===== config.mk =====
export PLATFORM = sky130hd
export DESIGN_NAME = windowed_register_file_spill
export DESIGN_NICKNAME = d
export VERILOG_FILES = /design/src/rtl/windowed_register_file_spill_pkg.sv /design/src/rtl/windowed_register_file_spill_win_reg_array.sv /design/src/rtl/windowed_register_file_spill.sv
export SDC_FILE = /design/constraint.sdc
export NUM_CORES = 1
export LEC_CHECK = 0
export ABC_AREA = 1
export CAP_MARGIN = 15
export CORE_ASPECT_RATIO = 0.6
export CORE_UTILIZATION = 58
export DETAILED_ROUTE_END_ITERATION = 7
export PLACE_DENSITY = 0.82
export SETUP_SLACK_MARGIN = 0.5
export SLEW_MARGIN = 15
export SYNTH_ARGS = -nofsm -noshare
export SYNTH_HDL_FRONTEND = slang
export SYNTH_SLANG_ARGS = --single-unit

===== constraint.sdc =====
create_clock -name clk -period 3.5 [get_ports clk]
set_clock_uncertainty 0.15 [all_clocks]
set_input_delay 1.05 -clock clk [delete_from_list [all_inputs] [get_ports clk]]
set_output_delay 1.05 -clock clk [all_outputs]
set_load 0.01 [all_outputs]

===== src/rtl/windowed_register_file_spill_pkg.sv =====
// Shared definitions for the windowed register file with spill/fill engine.
package windowed_register_file_spill_pkg;

    typedef enum logic [1:0] {
        ST_IDLE   = 2'd0,
        ST_SPILL  = 2'd1,
        ST_FILL   = 2'd2,
        ST_COMMIT = 2'd3
    } wf_state_e;

    // Bit positions inside win_err
    localparam int ERR_UNDERFLOW  = 0;
    localparam int ERR_STACK_FULL = 1;

    // Visible register r of window w maps onto the physical ring of nphys registers.
    function automatic int unsigned phys_idx(input int unsigned w, input int unsigned r,
                                             input int unsigned stride, input int unsigned nphys);
        return (w * stride + r) % nphys;
    endfunction

endpackage


===== src/rtl/windowed_register_file_spill_win_reg_array.sv =====
// Physical register ring: datapath write port, fill write port and three combinational
// read ports (two for the datapath, one feeding spill data to memory).
module win_reg_array #(
    parameter  int DATA_W = 16,
    parameter  int NPHYS  = 8,
    localparam int IDX_W  = $clog2(NPHYS)
) (
    input  logic              clk,
    input  logic              rst,
    input  logic              we,
    input  logic [IDX_W-1:0]  waddr,
    input  logic [DATA_W-1:0] wdata,
    input  logic              fill_we,
    input  logic [IDX_W-1:0]  fill_addr,
    input  logic [DATA_W-1:0] fill_data,
    input  logic [IDX_W-1:0]  raddr1,
    input  logic [IDX_W-1:0]  raddr2,
    input  logic [IDX_W-1:0]  spill_addr,
    output logic [DATA_W-1:0] rdata1,
    output logic [DATA_W-1:0] rdata2,
    output logic [DATA_W-1:0] spill_data
);

    logic [DATA_W-1:0] regs [NPHYS];

    // Register storage; fill and datapath writes never coincide, fill wins if they did.
    always_ff @(posedge clk) begin
        if (rst) begin
            for (int i = 0; i < NPHYS; i++) regs[i] <= '0;
        end else if (fill_we) begin
            regs[fill_addr] <= fill_data;
        end else if (we) begin
            regs[waddr] <= wdata;
        end
    end

    assign rdata1     = regs[raddr1];
    assign rdata2     = regs[raddr2];
    assign spill_data = regs[spill_addr];

endmodule


===== src/rtl/windowed_register_file_spill.sv =====
// Windowed register file with call/ret window pointer and a memory-backed spill/fill engine.
//
// state  | meaning
// IDLE   | normal operation, call/ret/writes accepted
// SPILL  | writing oldest slot to stack, one word per mem_ack
// FILL   | reading slot back from stack, one word per mem_ack
// COMMIT | update cwp/sp, then return to IDLE
module windowed_register_file_spill
    import windowed_register_file_spill_pkg::*;
#(
    parameter  int DATA_W  = 16,
    parameter  int NUM_WIN = 4,
    parameter  int STRIDE  = 2,
    parameter  int ADDR_W  = 8,
    localparam int SEL_W   = $clog2(2 * STRIDE),
    localparam int CWP_W   = $clog2(NUM_WIN)
) (
    input  logic              clk,
    input  logic              rst,
    input  logic              reg_write,
    input  logic [SEL_W-1:0]  Ri,
    input  logic [SEL_W-1:0]  Rj,
    input  logic [DATA_W-1:0] write_data,
    output logic [DATA_W-1:0] read_data1,
    output logic [DATA_W-1:0] read_data2,
    input  logic              win_call,
    input  logic              win_ret,
    output logic              busy,
    output logic [CWP_W-1:0]  cwp,
    output logic [1:0]        win_err,
    output logic              mem_req,
    output logic              mem_we,
    output logic [ADDR_W-1:0] mem_addr,
    output logic [DATA_W-1:0] mem_wdata,
    input  logic [DATA_W-1:0] mem_rdata,
    input  logic              mem_ack
);

    localparam int          NPHYS       = NUM_WIN * STRIDE;
    localparam int          IDX_W       = $clog2(NPHYS);
    localparam int          K_W         = (STRIDE > 1) ? $clog2(STRIDE) : 1;
    localparam int          RES_W       = CWP_W + 1;
    localparam int unsigned STACK_WORDS = 2 ** ADDR_W;

    wf_state_e         state, state_next;
    logic [RES_W-1:0]  res;
    logic [ADDR_W-1:0] sp;
    logic [K_W-1:0]    k;
    logic              dir_spill;
    logic              idle, do_call, do_ret, stack_full, k_last, start_spill, start_fill;
    logic              fill_we;
    logic [IDX_W-1:0]  rd_idx1, rd_idx2, spill_idx, fill_idx, wr_idx;
    logic [DATA_W-1:0] spill_data;

    assign idle        = (state == ST_IDLE);
    assign busy        = !idle;
    assign do_call     = idle && win_call && !win_ret;
    assign do_ret      = idle && win_ret && !win_call;
    assign stack_full  = (32'(sp) + 32'(STRIDE)) > STACK_WORDS;
    assign k_last      = (k == K_W'(STRIDE - 1));
    assign start_spill = do_call && (res == RES_W'(NUM_WIN - 1)) && !stack_full;
    assign start_fill  = do_ret && (res == RES_W'(1)) && (sp != '0);

    // Spill takes the slot two ahead of cwp (oldest resident); fill restores the slot just behind.
    assign rd_idx1   = IDX_W'(phys_idx(32'(cwp), 32'(Ri), STRIDE, NPHYS));
    assign rd_idx2   = IDX_W'(phys_idx(32'(cwp), 32'(Rj), STRIDE, NPHYS));
    assign wr_idx    = rd_idx1;
    assign spill_idx = IDX_W'(phys_idx(32'(cwp) + 32'd2, 32'(k), STRIDE, NPHYS));
    assign fill_idx  = IDX_W'(phys_idx(32'(cwp) + 32'(NUM_WIN - 1), 32'(k), STRIDE, NPHYS));

    win_reg_array #(
        .DATA_W (DATA_W),
        .NPHYS  (NPHYS)
    ) u_array (
        .clk        (clk),
        .rst        (rst),
        .we         (reg_write && idle),
        .waddr      (wr_idx),
        .wdata      (write_data),
        .fill_we    (fill_we),
        .fill_addr  (fill_idx),
        .fill_data  (mem_rdata),
        .raddr1     (rd_idx1),
        .raddr2     (rd_idx2),
        .spill_addr (spill_idx),
        .rdata1     (read_data1),
        .rdata2     (read_data2),
        .spill_data (spill_data)
    );

    // Next-state and memory-port outputs; outputs depend only on registered state so they hold while mem_req is high.
    always_comb begin
        state_next = state;
        mem_req    = 1'b0;
        mem_we     = 1'b0;
        mem_addr   = '0;
        mem_wdata  = '0;
        fill_we    = 1'b0;
        unique case (state)
            ST_IDLE: begin
                if (start_spill)     state_next = ST_SPILL;
                else if (start_fill) state_next = ST_FILL;
            end
            ST_SPILL: begin
                mem_req   = 1'b1;
                mem_we    = 1'b1;
                mem_addr  = sp + ADDR_W'(k);
                mem_wdata = spill_data;
                if (mem_ack && k_last) state_next = ST_COMMIT;
            end
            ST_FILL: begin
                mem_req  = 1'b1;
                mem_addr = sp - ADDR_W'(STRIDE) + ADDR_W'(k);
                fill_we  = mem_ack;
                if (mem_ack && k_last) state_next = ST_COMMIT;
            end
            ST_COMMIT: state_next = ST_IDLE;
            default:   state_next = ST_IDLE;
        endcase
    end

    // State register, window bookkeeping and sticky error flags.
    always_ff @(posedge clk) begin
        if (rst) begin
            state     <= ST_IDLE;
            cwp       <= '0;
            res       <= RES_W'(1);
            sp        <= '0;
            k         <= '0;
            dir_spill <= 1'b0;
            win_err   <= '0;
        end else begin
            state <= state_next;
            unique case (state)
                ST_IDLE: begin
                    k         <= '0;
                    dir_spill <= start_spill;
                    if (do_call) begin
                        if (res < RES_W'(NUM_WIN - 1)) begin
                            cwp <= cwp + 1'b1;
                            res <= res + 1'b1;
                        end else if (stack_full) begin
                            win_err[ERR_STACK_FULL] <= 1'b1;
                        end
                    end
                    if (do_ret) begin
                        if (res > RES_W'(1)) begin
                            cwp <= cwp - 1'b1;
                            res <= res - 1'b1;
                        end else if (sp == '0) begin
                            win_err[ERR_UNDERFLOW] <= 1'b1;
                        end
                    end
                end
                ST_SPILL, ST_FILL: begin
                    if (mem_ack && !k_last) k <= k + 1'b1;
                end
                ST_COMMIT: begin
                    if (dir_spill) begin
                        sp  <= sp + ADDR_W'(STRIDE);
                        cwp <= cwp + 1'b1;
                    end else begin
                        sp  <= sp - ADDR_W'(STRIDE);
                        cwp <= cwp - 1'b1;
                    end
                end
                default: ;
            endcase
        end
    end

endmodule


==> impl_metrics.json, run 1 <==
{
  "status": "aborted with a tool error",
  "lastStage": "global routing (5_1_grt)",
  "firstError": "[ERROR GRT-0232] Routing congestion too high. Check the congestion heatmap in the GUI.",
  "async_flop_share_pct": 0,
  "synth.yosys.seq_area_share_pct": 44.0,
  "clockRootBuffer": "clkbuf_16",
  "grtUsageTotal_pct": 80.0,
  "postGrtWorstEndpoint": "read_data2[8]",
  "synth_top_area_share_pct": 40.3,
  "synth.avg_cell_area_um2": 8.11,
  "cts_buffer_depth": 2,
  "h-tree-depth": 4,
  "synth_cells": 1177,
  "row_count": 35,
  "die_w_um": 168,
  "synth_area_leaders": "edfxtp_1, o21ai_0, nor2_1",
  "synth_edf_count": 128,
  "placedCellCount": 1507,
  "worstEpCategory": "top-level output",
  "portBuffers": 104,
  "place_congestion": 1.03,
  "grt_overflow": 32,
  "hold_buffers": 0,
  "yosysWarnings": 0,
  "synth.distinct_cells": 41,
  "grt_max_degree": 47,
  "yosysTopAreaCell": "edfxtp_1",
  "ys.flop_type": "edfxtp_1",
  "cts_made_buffers": 17,
  "die_h_um": 101,
  "synth-seq-cells": 146,
  "ioPinCount": 105,
  "syn_nets": 1232,
  "placed_area_um2": 12100,
  "synth_area_um2": 9550,
  "initial_core_util_pct": 60.7,
  "hpwl_mm": 23.5,
  "cts_sinks": 146
}
through the flow:
stage / hold WS (ns) / setup slack, ns / setup TNS [ns] / util (%)
2_1_floorplan: 0.353 / 0.275 / 0 / -
3_3_place_gp: 0.297 / -1.02 / -27.07 / 77.1
3_5_place_dp: 0.321 / -1.03 / -27.41 / 77.1
4_1_cts: 0.336 / -0.0779 / -0.997 / 88.9
cells in the mapped netlist, types with 2 or more instances:
library cell  number
a21oi_1          118
a31oi_1           51
buf_1              6
buf_2              3
buf_4              2
buf_6              9
clkbuf_1          68
clkinv_1           3
dfxtp_1           18
edfxtp_1         128
ha_1              13
inv_1             82
inv_2              2
mux2i_1            6
mux2i_2            6
mux2i_4            4
nand2_1          124
nand3_1           10
nand3b_4           4
nand4_4            5
nor2_1           198
nor2_2            12
nor3_1             4
o211ai_1          51
o21ai_0          225
o21ai_4            4
xor2_1             7
per-layer routing:
layer,overflow,global-route usage [%]
met1,1,82.5
met3,1,68.7
met4,11,74.2
met5,0,36.7
met2,19,93.8
cells by family after synthesis:
| kind of cell | share of synthesized area (%) |
|---|---|
| adder cells (fa/ha/maj) | 1.70 |
| AND/OR/NAND/NOR | 16.6 |
| AO/OA/AOI/OAI | 26.5 |
| buffers and inverters | 7.77 |
| XOR/XNOR | 0.904 |
| multiplexers | 2.44 |
| flip-flops | 44.0 |
timing repair:
item,in CTS
setup endpoints to repair,260
cloned,10
gates resized for setup,515
pin swaps,95
setup buffers,53
==> inputs of run 2 (changes only) <==
- CORE_ASPECT_RATIO: 0.6 -> not set
- CORE_UTILIZATION: 58 -> 40
- PLACE_DENSITY: 0.82 -> not set
- PLACE_DENSITY_LB_ADDON: not set -> 0.15
- SETUP_SLACK_MARGIN: 0.5 -> not set
==> impl_metrics.json, run 2 <==
{
  "grt_overflow": 0,
  "drtAntennaViolNets": 0,
  "finalMaxSlewViolations": 0,
  "synth.distinct_cells": 41,
  "synth_edf_count": 128,
  "row_count": 56,
  "grt_pass1_vias": 8992,
  "synth_most_common_cell": "o21ai_0",
  "grt_pass1_wl_mm": 52.6,
  "status": "finished, violations left",
  "antenna_found_initial": 0,
  "setup_viol": 32,
  "clockRootBuffer": "clkbuf_16",
  "cts_sinks": 146,
  "synth.avg_cell_area_um2": 8.11,
  "yosysTopAreaCell": "edfxtp_1",
  "slew_headroom_pct": 70.3,
  "met3_usage_pct": 4.76,
  "crit_path_end_kind": "output port",
  "top_usage_layer": "met2",
  "largest_reg_flops": 128,
  "die_h_um": 157,
  "violations": "negative setup slack",
  "grtUsageMet1_pct": 38.1,
  "r2r_cells": 10,
  "clk_latency_ns": 0.42,
  "grtUsageTotal_pct": 28.8,
  "initial_core_util_pct": 40.7,
  "yosys-top-cells-count": "o21ai_0, nor2_1, edfxtp_1, nand2_1, a21oi_1",
  "cap_violations": 0,
  "vdd_drop_max_v": 0.000442,
  "hpwl_mm": 21.8,
  "place_congestion": 0.882,
  "period_share_pct": 107,
  "synth_area_leaders": "edfxtp_1, o21ai_0, nor2_1",
  "portBuffers": 104,
  "r2r_setup_slack_ns": 0.77,
  "finalNonFillerCells": 1671,
  "vias_per_cell": 5.86,
  "firstDrtPassIters": 7,
  "area_growth_pct": 40.3,
  "worstPathArrival_ns": 2.55,
  "vias": 9789,
  "drt-wirelength-per-cell_um": 21.1,
  "fill_cells": 2110,
  "crit_path_start_kind": "input port",
  "die_area_um2": 24500,
  "grt_max_degree": 53,
  "placedCellCount": 1608,
  "clk_pin_slew_ns": 0.06,
  "largestRegisters": "u_array.regs x128, sp x7, res x3",
  "path_max_fanout": 5,
  "h-tree-depth": 4,
  "crit_type": "in2out",
  "hold_buffers": 0,
  "cts_buffer_depth": 2,
  "cts_tree": "done",
  "layout_common_cells": "nor2_1, edfxtp_1, o21ai_0, nand2_1, a21oi_1",
  "async_flop_share_pct": 0,
  "hold_violations": 0,
  "multi_input_area_um2": 5130,
  "synth_top_area_share_pct": 40.3,
  "wl_mm": 35.3,
  "ys.flop_type": "edfxtp_1",
  "drive_above_1_share_pct": 25.7,
  "seqCellArea_um2": 4210,
  "critPathRequiredTime_ns": 2.30,
  "hold_path.class": "reg2reg",
  "core_area_um2": 23500,
  "met2_usage_pct": 46.8,
  "mostFrequentLayoutCell": "nor2_1",
  "synth-seq-cells": 146,
  "p_leak_nw": 5.32,
  "holdPathStages": 1,
  "final_nets": 1394,
  "yosysWarnings": 0,
  "worst_pin_slew_ns": 0.436,
  "setup_ws_ns": -0.254,
  "die_w_um": 157,
  "synth_cells": 1177,
  "syn_nets": 1232,
  "clock.fmax_ghz": 0.266,
  "fin_util_pct": 57.1,
  "cts_made_buffers": 17,
  "rsz0062_at_grt": "true",
  "drt_iter0_drc": 1361,
  "drc": 0,
  "ioPinCount": 105,
  "layout_min_cycle_time_ns": 3.75,
  "synth.yosys.seq_area_share_pct": 44.0,
  "regMostFlops": "u_array.regs",
  "powerDensity_nw_per_um2": 766,
  "synth_area_um2": 9550,
  "antenna_cells": 0
}
## run 2: path summary, 6_finish.rpt
kind / startpoint / endpoint
hold / removal: win_err[1] / win_err[1]
setup reg to reg: cwp[0] / u_array.regs[4][9]
hold reg to reg: win_err[1] / win_err[1]
setup / recovery: Rj[1] / read_data2[7]
## run 2: logic make-up (layout without fill, tap and decap cells)
group | after synthesis | after routing | share of synthesized area (%)
simple gates | 362 | 362 | 16.6
buf+inv | 176 | 351 | 7.77
fa+ha+maj | 13 | 13 | 1.70
xor+xnor | 9 | 9 | 0.904
mux | 16 | 16 | 2.44
flops | 146 | 146 | 44.0
compound gates | 455 | 455 | 26.5
## run 2: critical path: stages
cell and delay (ns):
buf_6 0.10, ha_4 0.28, buf_16 0.16, a21oi_1 0.15, o21ai_0 0.19, o21ai_2 0.12, buf_6 0.14, nor2_4 0.04
a31oi_4 0.17, buf_2 0.16
## run 2: cell type report
type / instances / share of cell area [%]
clock inverters: 14 / 1.51
well taps: 319 / 2.98
inverters: 88 / 2.61
flip-flops and latches: 146 / 31.5
clock buffers: 18 / 3.20
multi-input cells: 855 / 38.3
repair buffers: 231 / 20.0
## run 2: per-stage QoR
step	setup TNS, ns	setup slack, ns	cell area, um2	hold WS [ns]	total power (W)
detailed placement	-43.87	-0.923	11700	0.311	0.00703
CTS	-2.17	-0.152	13000	0.325	0.00978
global placement	-45.43	-0.934	11700	0.308	0.00700
floorplan	-0.477	-0.0300	9550	0.353	0.00477
global route	-3.79	-0.261	13400	0.352	0.0107
finish	-2.41	-0.254	13400	0.320	0.0103
## run 2: layer usage
metal	routed length [um]	share of wire (%)
met1	14600	41
met2	16300	46
met3	3170	9.0
met4	1280	3.6
met5	0	0
## run 2: power by group
group / internal, W / switching, W / leakage, nW
registers: 0.00215 / 0.000206 / 1.47
logic: 0.00261 / 0.00330 / 3.55
clock network: 0.00120 / 0.000789 / 0.294
## run 2: what timing repair did
item	in CTS	in global routing
buffers inserted	10	6
gates resized for setup	324	87
gates cloned	13	3
endpoints found under the setup margin	44	47
pin swaps	54	50
endpoints found under the hold margin	0	0
(Power assumes the default switching activity.)
